### config.mk
export PLATFORM = sky130hd
export DESIGN_NAME = cf_spi_target_wb
export DESIGN_NICKNAME = d
export VERILOG_FILES = /design/src/rtl/cf_spi_target_pkg.sv /design/src/rtl/cf_spi_target_fifo.sv /design/src/rtl/cf_spi_target_wb.sv
export SDC_FILE = /design/constraint.sdc
export NUM_CORES = 1
export LEC_CHECK = 0
export CELL_PAD_IN_SITES_DETAIL_PLACEMENT = 0
export CELL_PAD_IN_SITES_GLOBAL_PLACEMENT = 1
export CORE_AREA = 2 2 89 176
export CTS_CLUSTER_SIZE = 24
export DETAILED_ROUTE_END_ITERATION = 12
export DIE_AREA = 0 0 91 178
export GPL_ROUTABILITY_DRIVEN = 0
export GPL_TIMING_DRIVEN = 0
export PLACE_DENSITY_LB_ADDON = 0.1
export SLEW_MARGIN = 15
export SYNTH_ARGS = -nofsm -noshare
export SYNTH_HDL_FRONTEND = slang
export SYNTH_SLANG_ARGS = --single-unit
export TNS_END_PERCENT = 10
### constraint.sdc
create_clock -name clk_i -period 6.2 [get_ports clk_i]
set_input_delay 1.86 -clock clk_i [delete_from_list [all_inputs] [get_ports clk_i]]
set_output_delay 1.86 -clock clk_i [all_outputs]
set_load 0.02 [all_outputs]
### src/rtl/cf_spi_target_pkg.sv
// rtl/cf_spi_target_pkg.sv - shared constants for the SPI target Wishbone peripheral
// Purpose: register index map, RIS bit positions, STATUS field positions, data width.
// Ports: none (package).
package cf_spi_target_pkg;

  localparam int DATA_W = 8;

  // Register index as decoded from adr_i[4:2]
  typedef enum logic [2:0] {
    REG_RXDATA = 3'd0,
    REG_TXDATA = 3'd1,
    REG_STATUS = 3'd2,
    REG_CTRL   = 3'd3,
    REG_IM     = 3'd4,
    REG_RIS    = 3'd5,
    REG_RSVD6  = 3'd6,
    REG_RSVD7  = 3'd7
  } reg_idx_t;

  localparam int RIS_RXNE = 0;
  localparam int RIS_OVR  = 1;
  localparam int RIS_UF   = 2;
  localparam int RIS_EOF  = 3;
  localparam int RIS_TXO  = 4;

  localparam int ST_BUSY     = 0;
  localparam int ST_RX_EMPTY = 1;
  localparam int ST_RX_FULL  = 2;
  localparam int ST_TX_FULL  = 3;
  localparam int ST_LEVEL    = 4;

  localparam int CTRL_EN    = 0;
  localparam int CTRL_FLUSH = 1;

endpackage

### src/rtl/cf_spi_target_fifo.sv
// rtl/cf_spi_target_fifo.sv - synchronous byte FIFO for received SPI frames
// Purpose: 2**FAW deep FIFO with flush; pushes when full and pops when empty are ignored.
// Ports: clk, rst (async, active high), flush, push/push_data, pop, head (current
//        front entry), full, empty, level (0..2**FAW).
module cf_spi_target_fifo
  import cf_spi_target_pkg::*;
#(
  parameter int FAW = 2
) (
  input  logic              clk,
  input  logic              rst,
  input  logic              flush,
  input  logic              push,
  input  logic [DATA_W-1:0] push_data,
  input  logic              pop,
  output logic [DATA_W-1:0] head,
  output logic              full,
  output logic              empty,
  output logic [FAW:0]      level
);

  localparam int DEPTH = 1 << FAW;

  logic [DATA_W-1:0] mem [DEPTH];
  logic [FAW-1:0]    wptr;
  logic [FAW-1:0]    rptr;
  logic              do_push;
  logic              do_pop;

  assign full    = (level == (FAW+1)'(DEPTH));
  assign empty   = (level == '0);
  assign do_push = push & ~full;
  assign do_pop  = pop & ~empty;
  assign head    = mem[rptr];

  always_ff @(posedge clk or posedge rst) begin
    if (rst) begin
      wptr  <= '0;
      rptr  <= '0;
      level <= '0;
    end else if (flush) begin
      wptr  <= '0;
      rptr  <= '0;
      level <= '0;
    end else begin
      if (do_push) wptr <= wptr + 1'b1;
      if (do_pop)  rptr <= rptr + 1'b1;
      level <= level + (FAW+1)'(do_push) - (FAW+1)'(do_pop);
    end
  end

  always_ff @(posedge clk) begin
    if (do_push && !flush) mem[wptr] <= push_data;
  end

endmodule

### src/rtl/cf_spi_target_wb.sv
// rtl/cf_spi_target_wb.sv - SPI mode-0 target with Wishbone register file and IRQ
// Purpose: samples an external SPI bus (MSB first, 8-bit frames), queues received bytes
//          in an RX FIFO and shifts out a TX holding byte on MISO.
// Ports: clk_i/rst_i system clock and async active-high reset; adr_i/dat_i/dat_o/sel_i/
//        cyc_i/stb_i/we_i/ack_o Wishbone slave; IRQ level interrupt; sclk/csb/mosi
//        asynchronous SPI inputs; miso and its active-low enable miso_oeb.
module cf_spi_target_wb
  import cf_spi_target_pkg::*;
#(
  parameter int         FAW     = 2,
  parameter logic [7:0] IDLE_TX = 8'hFF
) (
  input  logic        clk_i,
  input  logic        rst_i,
  input  logic [31:0] adr_i,
  input  logic [31:0] dat_i,
  output logic [31:0] dat_o,
  input  logic [3:0]  sel_i,
  input  logic        cyc_i,
  input  logic        stb_i,
  input  logic        we_i,
  output logic        ack_o,
  output logic        IRQ,
  input  logic        sclk,
  input  logic        csb,
  input  logic        mosi,
  output logic        miso,
  output logic        miso_oeb
);

  // Synchronizers: index 1 is the synchronized value, index 2 its one-clk-old copy
  logic [2:0] sclk_sy;
  logic [2:0] csb_sy;
  logic [1:0] mosi_sy;

  always_ff @(posedge clk_i or posedge rst_i) begin
    if (rst_i) begin
      sclk_sy <= 3'b000;
      csb_sy  <= 3'b111;
      mosi_sy <= 2'b00;
    end else begin
      sclk_sy <= {sclk_sy[1:0], sclk};
      csb_sy  <= {csb_sy[1:0], csb};
      mosi_sy <= {mosi_sy[0], mosi};
    end
  end

  logic csb_s, mosi_s, sclk_rise, sclk_fall, csb_rise, csb_fall;
  assign csb_s     = csb_sy[1];
  assign mosi_s    = mosi_sy[1];
  assign sclk_rise = sclk_sy[1] & ~sclk_sy[2];
  assign sclk_fall = ~sclk_sy[1] & sclk_sy[2];
  assign csb_rise  = csb_sy[1] & ~csb_sy[2];
  assign csb_fall  = ~csb_sy[1] & csb_sy[2];

  // State
  logic                en;
  logic [4:0]          im;
  logic [4:1]          ris_st;
  logic [7:0]          tx_hold;
  logic                tx_full;
  logic [7:0]          tx_byte;
  logic [7:0]          rx_shift;
  logic [2:0]          bit_cnt;
  logic                load_d;

  logic [DATA_W-1:0]   fifo_head;
  logic                fifo_full, fifo_empty;
  logic [FAW:0]        fifo_level;

  // Bus decode
  reg_idx_t idx;
  logic     req, wr, rd;
  assign idx = reg_idx_t'(adr_i[4:2]);
  assign req = cyc_i & stb_i & ~ack_o;
  assign wr  = req & we_i & sel_i[0];
  assign rd  = req & ~we_i;

  // Bit engine events; csb rise beats a coincident sclk rise, csb fall beats sclk rise
  logic ev_csb_rise, ev_csb_fall, ev_bit, wrap, tx_load;
  assign ev_csb_rise = en & csb_rise;
  assign ev_csb_fall = en & csb_fall;
  assign ev_bit      = en & sclk_rise & ~csb_s & ~csb_fall;
  assign wrap        = ev_bit & (bit_cnt == 3'd7);
  assign tx_load     = ev_csb_fall | wrap;

  logic fifo_push, fifo_pop, flush, tx_wr;
  assign fifo_push = wrap & ~fifo_full;
  assign fifo_pop  = rd & (idx == REG_RXDATA) & ~fifo_empty;
  assign flush     = wr & (idx == REG_CTRL) & dat_i[CTRL_FLUSH];
  assign tx_wr     = wr & (idx == REG_TXDATA);

  logic [4:1] ris_set, ris_clr;
  logic [4:0] ris;
  assign ris_set = {tx_wr & tx_full, ev_csb_rise, tx_load & ~tx_full, wrap & fifo_full};
  assign ris_clr = (wr && idx == REG_RIS) ? dat_i[4:1] : 4'b0;
  assign ris     = {ris_st, ~fifo_empty};

  assign IRQ      = |(ris & im);
  assign miso_oeb = ~(en & ~csb_s);

  cf_spi_target_fifo #(.FAW(FAW)) u_fifo (
    .clk       (clk_i),
    .rst       (rst_i),
    .flush     (flush),
    .push      (fifo_push),
    .push_data ({rx_shift[6:0], mosi_s}),
    .pop       (fifo_pop),
    .head      (fifo_head),
    .full      (fifo_full),
    .empty     (fifo_empty),
    .level     (fifo_level)
  );

  // Bit engine
  always_ff @(posedge clk_i or posedge rst_i) begin
    if (rst_i) begin
      bit_cnt  <= '0;
      rx_shift <= '0;
      tx_byte  <= '0;
      load_d   <= 1'b0;
      miso     <= 1'b1;
    end else begin
      load_d <= ev_csb_fall;
      if (!en || ev_csb_rise || ev_csb_fall) begin
        bit_cnt <= '0;
      end else if (ev_bit) begin
        rx_shift <= {rx_shift[6:0], mosi_s};
        bit_cnt  <= bit_cnt + 3'd1;
      end
      if (tx_load) tx_byte <= tx_full ? tx_hold : IDLE_TX;
      // First bit goes out one clk after the frame's byte is loaded
      if (load_d)                          miso <= tx_byte[7];
      else if (en && sclk_fall && !csb_s)  miso <= tx_byte[3'd7 - bit_cnt];
    end
  end

  // TX holding register; a load and a write in the same clk see the old full flag
  always_ff @(posedge clk_i or posedge rst_i) begin
    if (rst_i) begin
      tx_hold <= '0;
      tx_full <= 1'b0;
    end else begin
      if (tx_load && tx_full) tx_full <= 1'b0;
      if (tx_wr && !tx_full) begin
        tx_hold <= dat_i[7:0];
        tx_full <= 1'b1;
      end
    end
  end

  logic [31:0] rdata;
  always_comb begin
    rdata = '0;
    case (idx)
      REG_RXDATA: rdata[7:0] = fifo_empty ? 8'h00 : fifo_head;
      REG_STATUS: rdata[FAW+4:0] = {fifo_level, tx_full, fifo_full, fifo_empty, en & ~csb_s};
      REG_CTRL:   rdata[CTRL_EN] = en;
      REG_IM:     rdata[4:0] = im;
      REG_RIS:    rdata[4:0] = ris;
      default:    rdata = '0;
    endcase
  end

  // Register file and bus response; set beats clear on RIS
  always_ff @(posedge clk_i or posedge rst_i) begin
    if (rst_i) begin
      ack_o  <= 1'b0;
      dat_o  <= '0;
      en     <= 1'b0;
      im     <= '0;
      ris_st <= '0;
    end else begin
      ack_o  <= req;
      if (req) dat_o <= we_i ? 32'h0 : rdata;
      if (wr && idx == REG_CTRL) en <= dat_i[CTRL_EN];
      if (wr && idx == REG_IM)   im <= dat_i[4:0];
      ris_st <= (ris_st & ~ris_clr) | ris_set;
    end
  end

  logic unused_bits;
  assign unused_bits = ^{adr_i[31:5], adr_i[1:0], dat_i[31:8], sel_i[3:1]};

endmodule

==> results.json <==
{
  "run_status": "finished clean",
  "pwr-share-seq_pct": 46.6,
  "antenna_violations_before_repair": 0,
  "max_freq_mhz": 253,
  "grt_usage_pct": 13.1,
  "fraction_of_layout_cells_with_a_size_suffix_above_1_pct": 27.7,
  "initial_utilization_pct": 29.4,
  "fin_tns_setup_ns": 0,
  "relSlewSlack_pct": 54.9,
  "critPathArrivalTime_ns": 4.15,
  "power.switching_uw": 421,
  "synth.yosys.warnings": 0,
  "drt_wl_total_um": 10100,
  "critical_path_required_ns": 6.40,
  "die_w_um": 91,
  "cts_max_level": 3,
  "finalSetupViolCount": 0,
  "remaining_drcs": 0,
  "grt_start_max_net_pins": 54,
  "power_per_cell_area_mw_per_mm2": 309,
  "first_global_vias": 2764,
  "ys_ff_latch": 95,
  "synth-seq-area-share_pct": 58.4,
  "synth_largest_area_cell": "sky130_fd_sc_hd__dfrtp_1",
  "synth_area_leaders": "sky130_fd_sc_hd__dfrtp_1 34%, sky130_fd_sc_hd__edfxtp_1 22%, sky130_fd_sc_hd__mux2_2 8.8%",
  "clockRootBuffer": "sky130_fd_sc_hd__clkbuf_16",
  "intPower_uw": 1230,
  "worst_setup_path_start_kind": "input pin",
  "global_route_wire_length_before_repair_um": 15700,
  "critical_path_peak_fanout": 10,
  "grt.overflow.total": 0,
  "max_cap_viol_count": 0,
  "die_y_um": 178,
  "vdd_drop_max_v": 0.000133,
  "syn_to_final_growth_pct": 23.0,
  "clockBufferDepth": 2,
  "design_power_total_uw": 1650,
  "min_period_over_period_pct": 63.7,
  "ys_types": 53,
  "timing.clock.skew_ns": 0.00835,
  "via_count": 2526,
  "power_leakage_uw": 0.00225,
  "finalMaxSlewViolations": 0,
  "synthesis.area_per_instance_um2": 14.0,
  "clock-sinks": 95,
  "number_of_core_rows": 63,
  "initialDrtViolationCount": 74,
  "post_synth_instance_area_mm2": 0.00436,
  "tightest_slew_ns": 0.671,
  "cts_setup_buffers": 0,
  "clkSlewWorstSetupHoldPaths_ns": 0.06,
  "detailed_placement_wirelength_estimate_um": 7690,
  "netlist.area_leader.share_pct": 33.9,
  "tritoncts": "built",
  "die_area_mm2": 0.0162,
  "switching_share_pct": 25.5,
  "cts_resized": 0,
  "dr.pass1.iters": 4,
  "setup.worst_path.end_class": "flop",
  "drt-vias-per-instance": 4.38,
  "comb_power_share_pct": 16.4,
  "cts_made_buffers": 9,
  "design.core.area_mm2": 0.0148,
  "portBuffers": 31,
  "postCtsHoldBufs": 0,
  "rsz0062_at_grt": "no",
  "netlist_instances": 311,
  "layout.nets": 462,
  "pwr-share-clk_pct": 37.0,
  "ant_nets": 0,
  "clkLatencyLatePin_ns": 0.34,
  "num_io_pins": 112,
  "finalWorstPathRequiredPeriod_ns": 3.95,
  "worst_hold_path_type": "flop to flop",
  "antenna-diode-count": 0,
  "timing.setup.critical_path_class": "input pin to flop",
  "wl_per_cell_um": 17.4,
  "hold_viol": 0
}
==> per-layer routing <==
layer	track usage (%)	wire length (µm)
met1	12.6	3470
met2	26.7	6260
met3	2.92	203
met4	4.17	134
met5	0	0
==> cells by family (layout without fill, tap and decap cells) <==
kind of cell,Yosys count,after routing,share of synthesized area [%]
simple gates,75,75,11.2
flops,95,95,58.4
fa+ha+maj,9,9,2.76
buf+inv,46,94,6.49
other cells,1,24,0.0861
mux,44,44,13.8
compound gates,36,36,6.35
xor+xnor,5,5,1.01
==> worst max-delay path: stages <==
cell,delay [ns]
sky130_fd_sc_hd__clkdlybuf4s50_1,0.52
sky130_fd_sc_hd__and4bb_2,0.30
sky130_fd_sc_hd__and3_1,0.20
sky130_fd_sc_hd__buf_6,0.14
sky130_fd_sc_hd__ha_1,0.28
sky130_fd_sc_hd__inv_1,0.04
sky130_fd_sc_hd__ha_1,0.20
sky130_fd_sc_hd__fa_1,0.38
sky130_fd_sc_hd__xnor2_1,0.17
sky130_fd_sc_hd__nor2_1,0.06
==> through the flow <==
stage	util, %	area (µm²)	setup slack [ns]	std cells	hold WS [ns]
CTS	36.2	5360	2.18	577	0.352
floorplan	-	4440	2.61	334	0.331
finish	36.2	5360	2.25	577	0.348
detailed placement	33.9	5030	1.82	561	0.336
global route	36.2	5360	2.11	577	0.363
global placement	33.7	5000	1.33	560	0.337
==> cell usage after synthesis, drive strengths merged <==
| master | n |
|---|---|
| nand4b | 1 |
| a22oi | 8 |
| a32o | 3 |
| o211ai | 2 |
| a32oi | 2 |
| buf | 30 |
| nor2b | 9 |
| o21ai | 4 |
| a2111oi | 1 |
| a21o | 2 |
| nor3b | 3 |
| nor2 | 9 |
| nand3 | 3 |
| a21oi | 6 |
| nand2 | 15 |
| edfxtp | 32 |
| o2bb2ai | 1 |
| dfstp | 4 |
| conb | 1 |
| a21boi | 1 |
| xnor2 | 5 |
| and2 | 6 |
| nor3 | 6 |
| mux2 | 34 |
| nand3b | 2 |
| mux2i | 1 |
| or3 | 3 |
| and4bb | 1 |
| nand2b | 10 |
| clkbuf | 3 |
| fa | 1 |
| a31oi | 1 |
| inv | 13 |
| a311oi | 1 |
| or4 | 1 |
| nor4 | 3 |
| and3 | 3 |
| ha | 8 |
| mux4 | 9 |
| dfrtp | 59 |
| a22o | 4 |
==> registers in the layout, summed over array words and instances, names as in the netlist, 2 cells and up <==
signal	count
csb_sy	3
tx_byte	8
bit_cnt	3
u_fifo.wptr	2
sclk_sy	3
u_fifo.mem	32
mosi_sy	2
u_fifo.rptr	2
ris_st	4
tx_hold	8
dat_o	8
u_fifo.level	3
im	5
rx_shift	7
==> cell usage in the layout, fill, tap and decap left out, types with 9 or more instances in the layout <==
master                            Yosys  routed
sky130_fd_sc_hd__dfrtp_1             59      59
sky130_fd_sc_hd__nand2_1             15      15
sky130_fd_sc_hd__nor2_1               9       9
sky130_fd_sc_hd__edfxtp_1            32      32
sky130_fd_sc_hd__conb_1               1      24
sky130_fd_sc_hd__buf_4               24      24
sky130_fd_sc_hd__mux2_2              34      34
sky130_fd_sc_hd__nor2b_1              9       9
sky130_fd_sc_hd__clkbuf_16            0      10
sky130_fd_sc_hd__inv_1               13      12
sky130_fd_sc_hd__nand2b_1            10      10
sky130_fd_sc_hd__clkdlybuf4s50_1      0      31
==> power by group through the flow <==
stage	Clock (µW)	Sequential [µW]	Combinational, µW
2_1_floorplan	0	771	191
3_3_place_gp	0	783	270
3_5_place_dp	0	784	278
4_1_cts	631	772	279
5_1_grt	653	780	301
6_report	611	771	271
==> area by class of cell <==
| type | instances | area (µm²) |
|---|---|---|
| sequential | 95 | 2540 |
| clock buffer | 10 | 250 |
| inverter | 13 | 51.3 |
| clock inverter | 6 | 81.3 |
| buffer | 33 | 234 |
| tap | 195 | 244 |
| timing repair buffer | 32 | 338 |
| fill | 1499 | 9460 |
| multi-input combinational | 193 | 1620 |
==> path summary, 6_finish.rpt <==
kind	slack (ns)	start	cells past startpoint	to
setup / recovery	2.25	we_i	10	u_fifo.level[2]
hold / removal	0.35	sclk_sy[0]	0	sclk_sy[1]
setup reg to reg	3.70	u_fifo.level[1]	9	u_fifo.level[2]
hold reg to reg	0.35	sclk_sy[0]	0	sclk_sy[1]
max in group asynchronous	3.89	rst_i	3	csb_sy[0]
min in group asynchronous	1.78	rst_i	2	sclk_sy[0]
Power figures use the tool's default switching activity.
